### src/rtl/pipe_stage_reg.sv
// Inter-stage pipeline register with a valid/ready handshake and a 2-entry skid buffer.
// Optional statistics counters (stall/flush/bubble) are built when PIPE_STATS_EN is defined.
module pipe_stage_reg #(
  parameter int               INS_W   = 32,
  parameter int               SIDE_W  = 60,
  parameter logic [INS_W-1:0] NOP_INS = {INS_W{1'b0}},
  parameter int               CNT_W   = 16
) (
  input  logic              Clk,
  input  logic              Reset,
  input  logic              in_valid,
  output logic              in_ready,
  input  logic [INS_W-1:0]  in_ins,
  input  logic [SIDE_W-1:0] in_side,
  input  logic              squash,
  input  logic              flush,
  output logic              out_valid,
  input  logic              out_ready,
  output logic [INS_W-1:0]  out_ins,
  output logic [SIDE_W-1:0] out_side
`ifdef PIPE_STATS_EN
  ,
  output logic [CNT_W-1:0]  stall_cnt,
  output logic [CNT_W-1:0]  flush_cnt,
  output logic [CNT_W-1:0]  bubble_cnt
`endif
);

  typedef enum logic [1:0] {
    ST_EMPTY = 2'd0,
    ST_ONE   = 2'd1,
    ST_TWO   = 2'd2
  } state_t;

  state_t            state_reg;
  logic [INS_W-1:0]  skid_ins_reg;
  logic [SIDE_W-1:0] skid_side_reg;

  logic              in_xfer;
  logic              out_xfer;
  logic [INS_W-1:0]  in_ins_eff;

  assign in_xfer    = in_valid & in_ready;
  assign out_xfer   = out_valid & out_ready;
  // A squashed entry still travels down the pipe, carrying its PC sideband.
  assign in_ins_eff = squash ? NOP_INS : in_ins;

  always_ff @(posedge Clk or negedge Reset) begin
    if (!Reset) begin
      state_reg     <= ST_EMPTY;
      out_valid     <= 1'b0;
      in_ready      <= 1'b1;
      out_ins       <= NOP_INS;
      out_side      <= '0;
      skid_ins_reg  <= NOP_INS;
      skid_side_reg <= '0;
    end else if (flush) begin
      // Sideband is left as-is; only the instruction is forced to a bubble.
      state_reg <= ST_EMPTY;
      out_valid <= 1'b0;
      in_ready  <= 1'b1;
      out_ins   <= NOP_INS;
    end else begin
      case (state_reg)
        ST_EMPTY: begin
          if (in_xfer) begin
            state_reg <= ST_ONE;
            out_valid <= 1'b1;
            out_ins   <= in_ins_eff;
            out_side  <= in_side;
          end
        end
        ST_ONE: begin
          if (in_xfer && out_xfer) begin
            out_ins  <= in_ins_eff;
            out_side <= in_side;
          end else if (in_xfer) begin
            state_reg     <= ST_TWO;
            in_ready      <= 1'b0;
            skid_ins_reg  <= in_ins_eff;
            skid_side_reg <= in_side;
          end else if (out_xfer) begin
            state_reg <= ST_EMPTY;
            out_valid <= 1'b0;
          end
        end
        ST_TWO: begin
          if (out_xfer) begin
            state_reg <= ST_ONE;
            in_ready  <= 1'b1;
            out_ins   <= skid_ins_reg;
            out_side  <= skid_side_reg;
          end
        end
        default: begin
          state_reg <= ST_EMPTY;
          out_valid <= 1'b0;
          in_ready  <= 1'b1;
        end
      endcase
    end
  end

`ifdef PIPE_STATS_EN
  function automatic logic [CNT_W-1:0] sat_inc(input logic [CNT_W-1:0] v);
    return (&v) ? v : v + 1'b1;
  endfunction

  always_ff @(posedge Clk or negedge Reset) begin
    if (!Reset) begin
      stall_cnt  <= '0;
      flush_cnt  <= '0;
      bubble_cnt <= '0;
    end else begin
      if (out_valid && !out_ready)
        stall_cnt <= sat_inc(stall_cnt);
      if (flush && (state_reg != ST_EMPTY || in_valid))
        flush_cnt <= sat_inc(flush_cnt);
      // A flush overrides a squash, so that entry is not a bubble.
      if (squash && in_xfer && !flush)
        bubble_cnt <= sat_inc(bubble_cnt);
    end
  end
`endif

endmodule

### config.mk
export PLATFORM = sky130hd
export DESIGN_NAME = pipe_stage_reg
export DESIGN_NICKNAME = d
export VERILOG_FILES = /design/src/rtl/pipe_stage_reg.sv
export SDC_FILE = /design/constraint.sdc
export NUM_CORES = 1
export LEC_CHECK = 0
export BUFFER_PORTS_ARGS = -buffer_cell sky130_fd_sc_hd__buf_2
export CAP_MARGIN = 10
export CORE_MARGIN = 8
export CORE_UTILIZATION = 59
export CTS_BUF_LIST = sky130_fd_sc_hd__clkbuf_16
export DETAILED_ROUTE_END_ITERATION = 7
export PLACE_DENSITY = 0.95
export REMOVE_ABC_BUFFERS = 1
export SLEW_MARGIN = 20
export SYNTH_ARGS = -nofsm -noshare
export SYNTH_HDL_FRONTEND = slang
export SYNTH_SLANG_ARGS = --single-unit
### constraint.sdc
create_clock -name Clk -period 3.3 [get_ports Clk]
set_clock_uncertainty 0.2 [all_clocks]
set_input_delay 0.33 -clock Clk [delete_from_list [all_inputs] [get_ports Clk]]
set_output_delay 0.33 -clock Clk [all_outputs]
set_load 0.005 [all_outputs]
==> results of run 1 <==
==> power by group through the flow <==
stage | logic [mW] | clock network [mW] | registers (mW)
final | 2.06 | 1.92 | 3.80
after global routing | 2.23 | 2.05 | 3.91
after CTS | 2.05 | 1.94 | 3.75
after detailed placement | 1.98 | 0 | 3.77
after global placement | 1.86 | 0 | 3.70
after floorplan | 1.13 | 0 | 3.68
==> synth_stat cells (2+ instances only) <==
cell type	instances	area (sq um)
a21o_1	2	15.0
a21oi_1	2	10.0
buf_2	15	75.1
buf_4	12	90.1
buf_6	3	33.8
clkbuf_1	20	75.1
dfrtp_1	187	4680
inv_1	2	7.51
mux2_1	43	484
mux2_2	169	1900
mux2i_1	32	320
nand2_1	2	7.51
nand3b_1	2	15.0
nor2_1	3	11.3
nor2b_1	32	200
o2111ai_1	32	280
o211a_1	2	20.0
o31ai_1	32	240
==> per-layer routing <==
metal,global-route usage,share of wire,up-vias
met2,0.403,0.50,244
li1,-,-,2721
met3,0.0771,0.087,26
met4,0.0664,0.014,0
met1,0.299,0.40,3045
met5,0,0,-
==> critical path, stage by stage (launching register included) <==
cell	delay, ns
dfrtp_1	0.46
nand4b_2	0.57
o22ai_4	0.28
buf_4	0.53
mux2_2	0.43
==> cell type report <==
class                           instances  area [sq um]
Tap cell                              184           230
Clock buffer                           17           425
Multi-Input combinational cell        364          3640
Inverter                                3          11.3
Antenna cell                            3          7.51
Clock inverter                         15           125
Fill cell                             851          3570
Sequential cell                       188          4710
Timing Repair Buffer                  267          1710
==> through the flow <==
step	util	cell area, sq um	setup TNS (ns)	std cells	power, mW
2_1_floorplan	-	8350	-247.73	555	4.81
3_3_place_gp	0.672	9690	0	945	5.56
3_5_place_dp	0.672	9690	0	945	5.74
4_1_cts	0.752	10800	0	1038	7.74
5_1_grt	0.753	10900	0	1041	8.19
6_report	0.753	10900	0	1041	7.78
==> worst paths after layout <==
path                         startpoint                 to  slack [ns]  cells past startpoint
setup / recovery           state_reg[0]       out_side[16]        0.66                      4
hold / removal                out_ready          out_valid        0.07                      3
setup reg to reg           state_reg[0]       out_side[16]        0.66                      4
hold reg to reg            out_side[30]       out_side[30]        0.28                      1
max in group asynchronous         Reset  skid_side_reg[45]        1.69                      3
min in group asynchronous         Reset        out_ins[21]        0.33                      2
==> kinds of logic (layout without fill, tap and decap cells) <==
| family | after synthesis | after routing | synth area share |
|---|---|---|---|
| simple gates | 45 | 45 | 0.0358 |
| flops | 188 | 188 | 0.546 |
| other cells | 0 | 3 | 0 |
| buf+inv | 53 | 302 | 0.0331 |
| compound gates | 75 | 75 | 0.0711 |
| mux | 244 | 244 | 0.314 |
==> flow_summary.ini, run 1 <==
[worst_setup_path]
critPathKind = reg2reg
worstSetupEndpointType = flip-flop
cp_max_fo = 42
critPathArrivalTime_ns = 2.75
worstPathRequired_ns = 3.41
critPathLaunchType = flip-flop

[timing]
drv_slew = 0
worst_slew_pin_slew_ns = 0.775
rsz0062_at_grt = false
worst_hold_slack_ns = 0.0703
fin_ws_ns = 0.662
period_minus_slack_ns = 2.64
fmax_mhz = 379
setup_viol = 0
hold_viol_final = 0
final.period_utilization = 0.800
relSlewSlack = 0.484

[floorplan]
num_rows = 44
io_pins = 192
die_h_microns = 137
die_area_sq_um = 18700
die_x_microns = 137
start_util = 0.598
core-area_sq_um = 14400

[clock_network]
cts_hold_buffers = 61
cts.sink_count = 188
root_buffer = clkbuf_16
post-cts-setup-buffer-count = 0
cts_resized = 0
htreeDepth = 4
clk_latency_ns = 0.43
cts_tree = yes
cts_buffers = 17
cts.path.max_buffers = 2
clkTransAtPathRegs_ns = 0.07

[global_routing]
gr-total-overflow = 0
track_usage = 0.242
grt_max_degree = 84
grt_pass1_wl_mm = 35.3
antenna_found_initial = 3
grt_pass1_vias = 6480

[layout]
finalNetCount = 939
final_common_cell = buf_2
final_cell_mix = 190 x buf_2, 187 x dfrtp_1, 169 x mux2_2
drive_above_1_share = 0.482
area_delta_synth_final_pct = 25.9

[logic_synthesis]
synth_edf_count = 0
synth.distinct_cells = 31
syn_avg_cell_area_sq_um = 14.2
synth_seq_cells = 188
postSynth.asyncResetShare = 1.00
syn_area_sq_um = 8620
yosysWarnings = 0
syn_inst = 605
ys.flop_type = dfrtp_1
yosysSeqAreaShare = 0.546

[drt]
drc = 0
postRouteAntennaNets = 0
drt-initial-drc-count = 499
wl_per_cell_microns = 21.1
vias = 6036
routed_wl_mm = 22.0
via_per_inst = 5.80
drtPass1Iterations = 4

[pwr]
p_int_mw = 5.46
combPwrFrac = 0.264
cellLeakagePower_nw = 4.92
clkPwrFrac = 0.247
p_per_area_nw_per_um2 = 717
ir_worst_vdd_mv = 0.550
p_sw_mw = 2.32
pwr-share-seq = 0.489
swShare = 0.298

[status]
status = finished, final reports clean

[placed_design]
place_hpwl_mm = 13.5
io_buffers = 191
place_ws_ns = 0.735
gp_congestion = 0.788

[hold_path]
hold_class = in2reg

[job]
maxCapViolations = 0
No activity file was read; power rests on OpenSTA's default activity.
==> run 2: changes to the inputs <==
- ABC_AREA: unset -> 1
- CORE_UTILIZATION: 59 -> 54
- PLACE_DENSITY: 0.95 -> 0.9
- clock period: 3.3 -> 2.65 ns (I/O delays scaled with it)
==> run 2 against run 1 <==
  * Non-clock buffer count is 33 higher
  * Register-to-register slack lost 0.28 ns
  * Power increased by 35%
  * Sequential power increased by 23%
  * Die area is 7.5% higher
  * Worst hold slack better by 0.0032 ns
  * Critical path depth up 3
  * Global-route usage rose by 1.2 points
  * Clock power up 49%
  * Core utilization is 3.8 points lower
  * First-iteration DRC count grew 41%
  * Largest cell class unchanged
  * Largest power group unchanged
==> flow_summary.ini, run 2 <==
[global_routing]
grt_pass1_vias = 8286
track_usage = 0.254
antenna_found_initial = 2
grt_max_degree = 129
grt_pass1_wl_mm = 41.2
gr-total-overflow = 0

[worst_setup_path]
cp-startpoint = in_ready
regToRegStartpoint = in_ready
critPathKind = reg2reg
cp-endpoint = out_ins[8]
crit_slowest_cell = dfstp_2
cp_slowest_stage_delay_ns = 0.55
r2r_setup_slack_ns = 0.38
worstPathRequired_ns = 2.75
worstSetupEndpointType = flip-flop
critPathLaunchType = flip-flop
critPathArrivalTime_ns = 2.37
cp_cell_sequence = nand2_1 > nand2_1 > nor2_1 > nor2_4 > nand2_2 > nand2_1 > nand2_1
rr_endpoint = out_ins[8]
cp_max_fo = 32
rr_worst_depth = 7
crit_top_cell = nand2_1

[logic_synthesis]
ys.flop_type = dfrtp_1
synth_seq_cells = 188
postSynth.asyncResetShare = 1.00
yosysWarnings = 0
syn_inst = 1105
yosysSeqAreaShare = 0.549
synth_edf_count = 0
synth_area_leaders = dfrtp_1 55%, nand2_1 21%, nor2_1 4.5%
syn_area_sq_um = 8560
synth_top_family_by_area = simple AND/OR/NAND/NOR gates
syn_avg_cell_area_sq_um = 7.75
synth.largest_area_cell = dfrtp_1
synthMostInstantiatedCell = nand2_1
synth.distinct_cells = 21
synth_compound_area_frac = 0.0912
synth-xor-area-share = 0
synth_top_area_share = 0.546
yosys.area_share.simple = 0.285
netlist_top_cells_count = 481 x nand2_1, 187 x dfrtp_1, 102 x nor2_1, 62 x inv_1, 61 x o21ai_0
synth-adder-area-share = 0
synth_mux_area_frac = 0

[floorplan]
die_h_microns = 142
start_util = 0.545
num_rows = 46
io_pins = 192
core-area_sq_um = 15700
die_x_microns = 142
die_area_sq_um = 20100

[layout]
seq_area_sq_um = 4710
final_cell_mix = 480 x nand2_1, 190 x buf_2, 187 x dfrtp_1
multi_input_area_sq_um = 3250
fillCellCount = 1102
final_common_cell = nand2_1
finalNetCount = 1454
area_delta_synth_final_pct = 31.1
fin_area_sq_um = 11200
drive_above_1_share = 0.185

[placed_design]
place_hpwl_mm = 13.8
dpl-instance-area_sq_um = 9610
io_buffers = 191
gp_congestion = 0.839

[pwr]
cellLeakagePower_nw = 6.32
pwr-share-seq = 0.444
clkPwrFrac = 0.273
ir_worst_vdd_mv = 0.459
p_int_mw = 7.03
p_per_area_nw_per_um2 = 937
p_sw_mw = 3.48
total_power_mw = 10.5
combPwrFrac = 0.283
swShare = 0.331

[timing]
finalSetupTns_ns = 0
drv_slew = 0
period_minus_slack_ns = 2.27
fmax_mhz = 441
setup_viol = 0
worst_slew_pin_slew_ns = 0.690
relSlewSlack = 0.540
final.period_utilization = 0.856
rsz0062_at_grt = false
hold_viol_final = 0

[clock_network]
post-cts-setup-buffer-count = 0
htreeDepth = 4
cts_tree = yes
cts.sink_count = 188
cts_buffers = 17
clk_latency_ns = 0.42
cts.path.max_buffers = 2
clkTransAtPathRegs_ns = 0.07
cts_resized = 0
root_buffer = clkbuf_16

[hold_path]
hold_path_depth = 6
hold_class = in2reg

[drt]
via_per_inst = 5.23
vias = 8306
drtPass1Iterations = 5
routed_wl_mm = 24.8
postRouteAntennaNets = 0
drt-initial-drc-count = 703
wl_per_cell_microns = 15.6
drc = 0

[job]
maxCapViolations = 0

[status]
status = finished, final reports clean
==> run 2: how the worst min path moves through the flow <==
stage	from	end	slack, ns
floorplan	Reset	out_ins[0]	-0.23
global placement	Reset	skid_ins_reg[17]	0.16
detailed placement	Reset	out_ins[2]	0.16
CTS	out_ready	out_valid	0.05
global route	out_ready	out_valid	0.12
finish	out_ready	out_valid	0.07
==> run 2: final cells by class <==
| type | instances | area share |
|---|---|---|
| well taps | 216 | 0.0241 |
| clock inverters | 15 | 0.0214 |
| repair buffers | 300 | 0.185 |
| clock buffers | 17 | 0.0379 |
| diodes | 3 | 0.000669 |
| multi-input cells | 783 | 0.289 |
| inverters | 66 | 0.0221 |
| flip-flops and latches | 188 | 0.419 |
==> run 2: metal layers <==
layer  track usage  wire (microns)  vias up
li1              -               -     3920
met1         0.308            9750     3850
met2         0.421           12000      461
met3        0.0661            2100       75
met4         0.112             860        0
met5             0               0        -
==> run 2: cells by family (layout without fill, tap and decap cells) <==
| family | Yosys count | in the layout |
|---|---|---|
| AOI/OAI and AO/OA | 155 | 155 |
| buffers and inverters | 134 | 398 |
| DFF | 188 | 188 |
| and+or+nand+nor | 628 | 628 |
| other | 0 | 3 |
==> run 2: power groups by stage <==
stage                     sequential (mW)  combinational, mW  clock [mW]
after floorplan                      4.63               1.54           0
after detailed placement             4.65               2.78           0
after global routing                 4.80               3.37        3.03
after global placement               4.60               2.65           0
after CTS                            4.62               2.91        2.91
final                                4.67               2.98        2.87
==> run 2: timing repair <==
item | CTS | global route
hold buffers | 94 | 0
endpoints found under the setup margin | 0 | 0
endpoints found under the hold margin | 205 | 0
==> run 2: worst max-delay path, delay by kind of cell, from the launching register on <==
| family | cells | cell delay [ns] |
|---|---|---|
| simple gates | 7 | 1.39 |
| flops | 1 | 0.55 |
==> run 2: metrics by stage <==
stage	utilization	setup WS, ns	instances	hold WS, ns
2_1_floorplan	-	-1.35	1037	-0.231
3_3_place_gp	0.612	0.639	1459	0.156
3_5_place_dp	0.612	0.514	1459	0.157
4_1_cts	0.714	0.480	1585	0.0537
5_1_grt	0.714	0.204	1587	0.117
6_report	0.714	0.380	1588	0.0735
==> run 3: changes to the inputs <==
- GPL_TIMING_DRIVEN: unset -> 0
==> run 3 against run 2 <==
  * Power down 1.6%
  * Cell area down 0.15%
  * Via count up 0.34%
  * Fmax down 7.2%
  * Sequential share of layout area up 0.061 points
  * Largest cell class unchanged
==> flow_summary.ini, run 3 (synthesis gave the netlist of run 2 again) <==
[worst_setup_path]
crit_slowest_cell = dfstp_2
critPathArrivalTime_ns = 2.60
regToRegStartpoint = in_ready
rr_endpoint = out_side[38]
cp_cell_sequence = nand2_1 > inv_1 > nand2_1 > nand2_1 > nand2_8 > clkinv_8 > nand2_1 > nand2_1
critPathLaunchType = flip-flop
worstPathRequired_ns = 2.80
cp_slowest_stage_delay_ns = 0.55
cp_num_buf_inv = 2
crit_top_cell = nand2_1
rr_worst_depth = 8
worstSetupEndpointType = flip-flop
r2r_setup_slack_ns = 0.20
critPathKind = reg2reg
path_delay_family = simple AND/OR/NAND/NOR gates
cp_max_fo = 61

[layout]
final_cells = 1579
final_cell_mix = 480 x nand2_1, 190 x buf_2, 187 x dfrtp_1
area_delta_synth_final_pct = 30.9
finalNetCount = 1447
drive_above_1_share = 0.178
final_common_cell = nand2_1
fillCellCount = 1105

[global_routing]
grt_max_degree = 76
grt_pass1_wl_mm = 41.1
gr-total-overflow = 0
antenna_found_initial = 0
track_usage = 0.252
grt_pass1_vias = 8422

[pwr]
cellLeakagePower_nw = 6.29
swShare = 0.339
p_sw_mw = 3.51
clkPwrFrac = 0.256
ir_worst_vdd_mv = 0.478
pwr-share-seq = 0.452
combPwrFrac = 0.292
p_per_area_nw_per_um2 = 922
p_int_mw = 6.83

[drt]
postRouteAntennaNets = 0
vias = 8334
drt-initial-drc-count = 665
via_per_inst = 5.28
drc = 0
wl_per_cell_microns = 15.9
drtPass1Iterations = 8
routed_wl_mm = 25.1

[hold_path]
min_from = flush
min_to = state_reg[0]
hold_class = in2reg
hold_path_depth = 4

[timing]
finalSetupTns_ns = 0
period_minus_slack_ns = 2.45
final.period_utilization = 0.923
drv_slew = 0
relSlewSlack = 0.306
worst_slew_pin_slew_ns = 1.04
fin_ws_ns = 0.203
hold_viol_final = 0
rsz0062_at_grt = false
fmax_mhz = 409
setup_viol = 0

[placed_design]
place_ws_ns = -0.692
gp_congestion = 0.801
io_buffers = 191
place_hpwl_mm = 13.9
dp.cells = 1451

[floorplan]
num_rows = 46
die_h_microns = 142
core-area_sq_um = 15700
io_pins = 192
die_x_microns = 142
die_area_sq_um = 20100
start_util = 0.545

[clock_network]
cts.sink_count = 188
clk_latency_ns = 0.42
cts.path.max_buffers = 2
cts_tree = yes
cts_buffers = 17
clkTransAtPathRegs_ns = 0.07
root_buffer = clkbuf_16
htreeDepth = 4

[status]
status = finished, final reports clean

[job]
maxCapViolations = 0
==> run 3: what timing repair did <==
item                       CTS  global route
gates cloned                 1             0
pin swaps                    1             1
setup endpoints to repair   92            91
hold endpoints to repair   262             0
hold buffers                93             0
setup buffers                0             1
gates resized for setup      4             4
==> run 3: final cells by class <==
cell class	instances	area [sq um]	area share
Sequential cell	188	4710	0.420
Clock inverter	15	181	0.0162
Multi-Input combinational cell	784	3280	0.293
Clock buffer	17	425	0.0380
Inverter	66	260	0.0232
Antenna cell	1	2.50	0.000223
Timing Repair Buffer	292	2080	0.186
Tap cell	216	270	0.0241
==> run 3: worst register-to-register path: stages, from the launching register on <==
cell and delay (ns):
dfstp_2 0.55, nand2_1 0.16, inv_1 0.19, nand2_1 0.09
nand2_1 0.19, nand2_8 0.28, clkinv_8 0.40, nand2_1 0.18
nand2_1 0.14
==> run 3: worst max path at each step <==
| stage | from | end | slack [ns] | cells past startpoint |
|---|---|---|---|---|
| after floorplan | state_reg[0] | out_ins[0] | -1.35 | 7 |
| after global placement | state_reg[0] | out_ins[16] | -3.00 | 7 |
| after detailed placement | flush | out_side[56] | -0.69 | 8 |
| after CTS | in_ready | out_side[56] | 0.04 | 8 |
| after global routing | in_ready | out_side[38] | 0.08 | 8 |
| final | in_ready | out_side[38] | 0.20 | 8 |
==> run 3: stage by stage <==
| stage | util | hold slack (ns) | cell area, sq um | power, mW |
|---|---|---|---|---|
| global placement | 0.599 | 0.251 | 9410 | 7.27 |
| detailed placement | 0.612 | 0.00969 | 9620 | 7.45 |
| global route | 0.713 | 0.0441 | 11200 | 11.0 |
| finish | 0.713 | 0.0626 | 11200 | 10.3 |
| CTS | 0.711 | 0.0302 | 11200 | 10.2 |
| floorplan | - | -0.231 | 8180 | 6.17 |
==> run 3: layer usage <==
metal / global-route usage / vias up / wire (microns)
li1: - / 3912 / -
met1: 0.296 / 3926 / 9720
met2: 0.425 / 423 / 12200
met3: 0.0634 / 73 / 2300
met4: 0.125 / 0 / 884
met5: 0 / - / 0
==> run 3: power by group through the flow <==
stage	registers (mW)	clock network, mW	logic [mW]
after global routing	4.77	2.79	3.41
after detailed placement	4.66	0	2.79
after CTS	4.62	2.67	2.93
after floorplan	4.63	0	1.54
final	4.67	2.65	3.02
after global placement	4.60	0	2.66
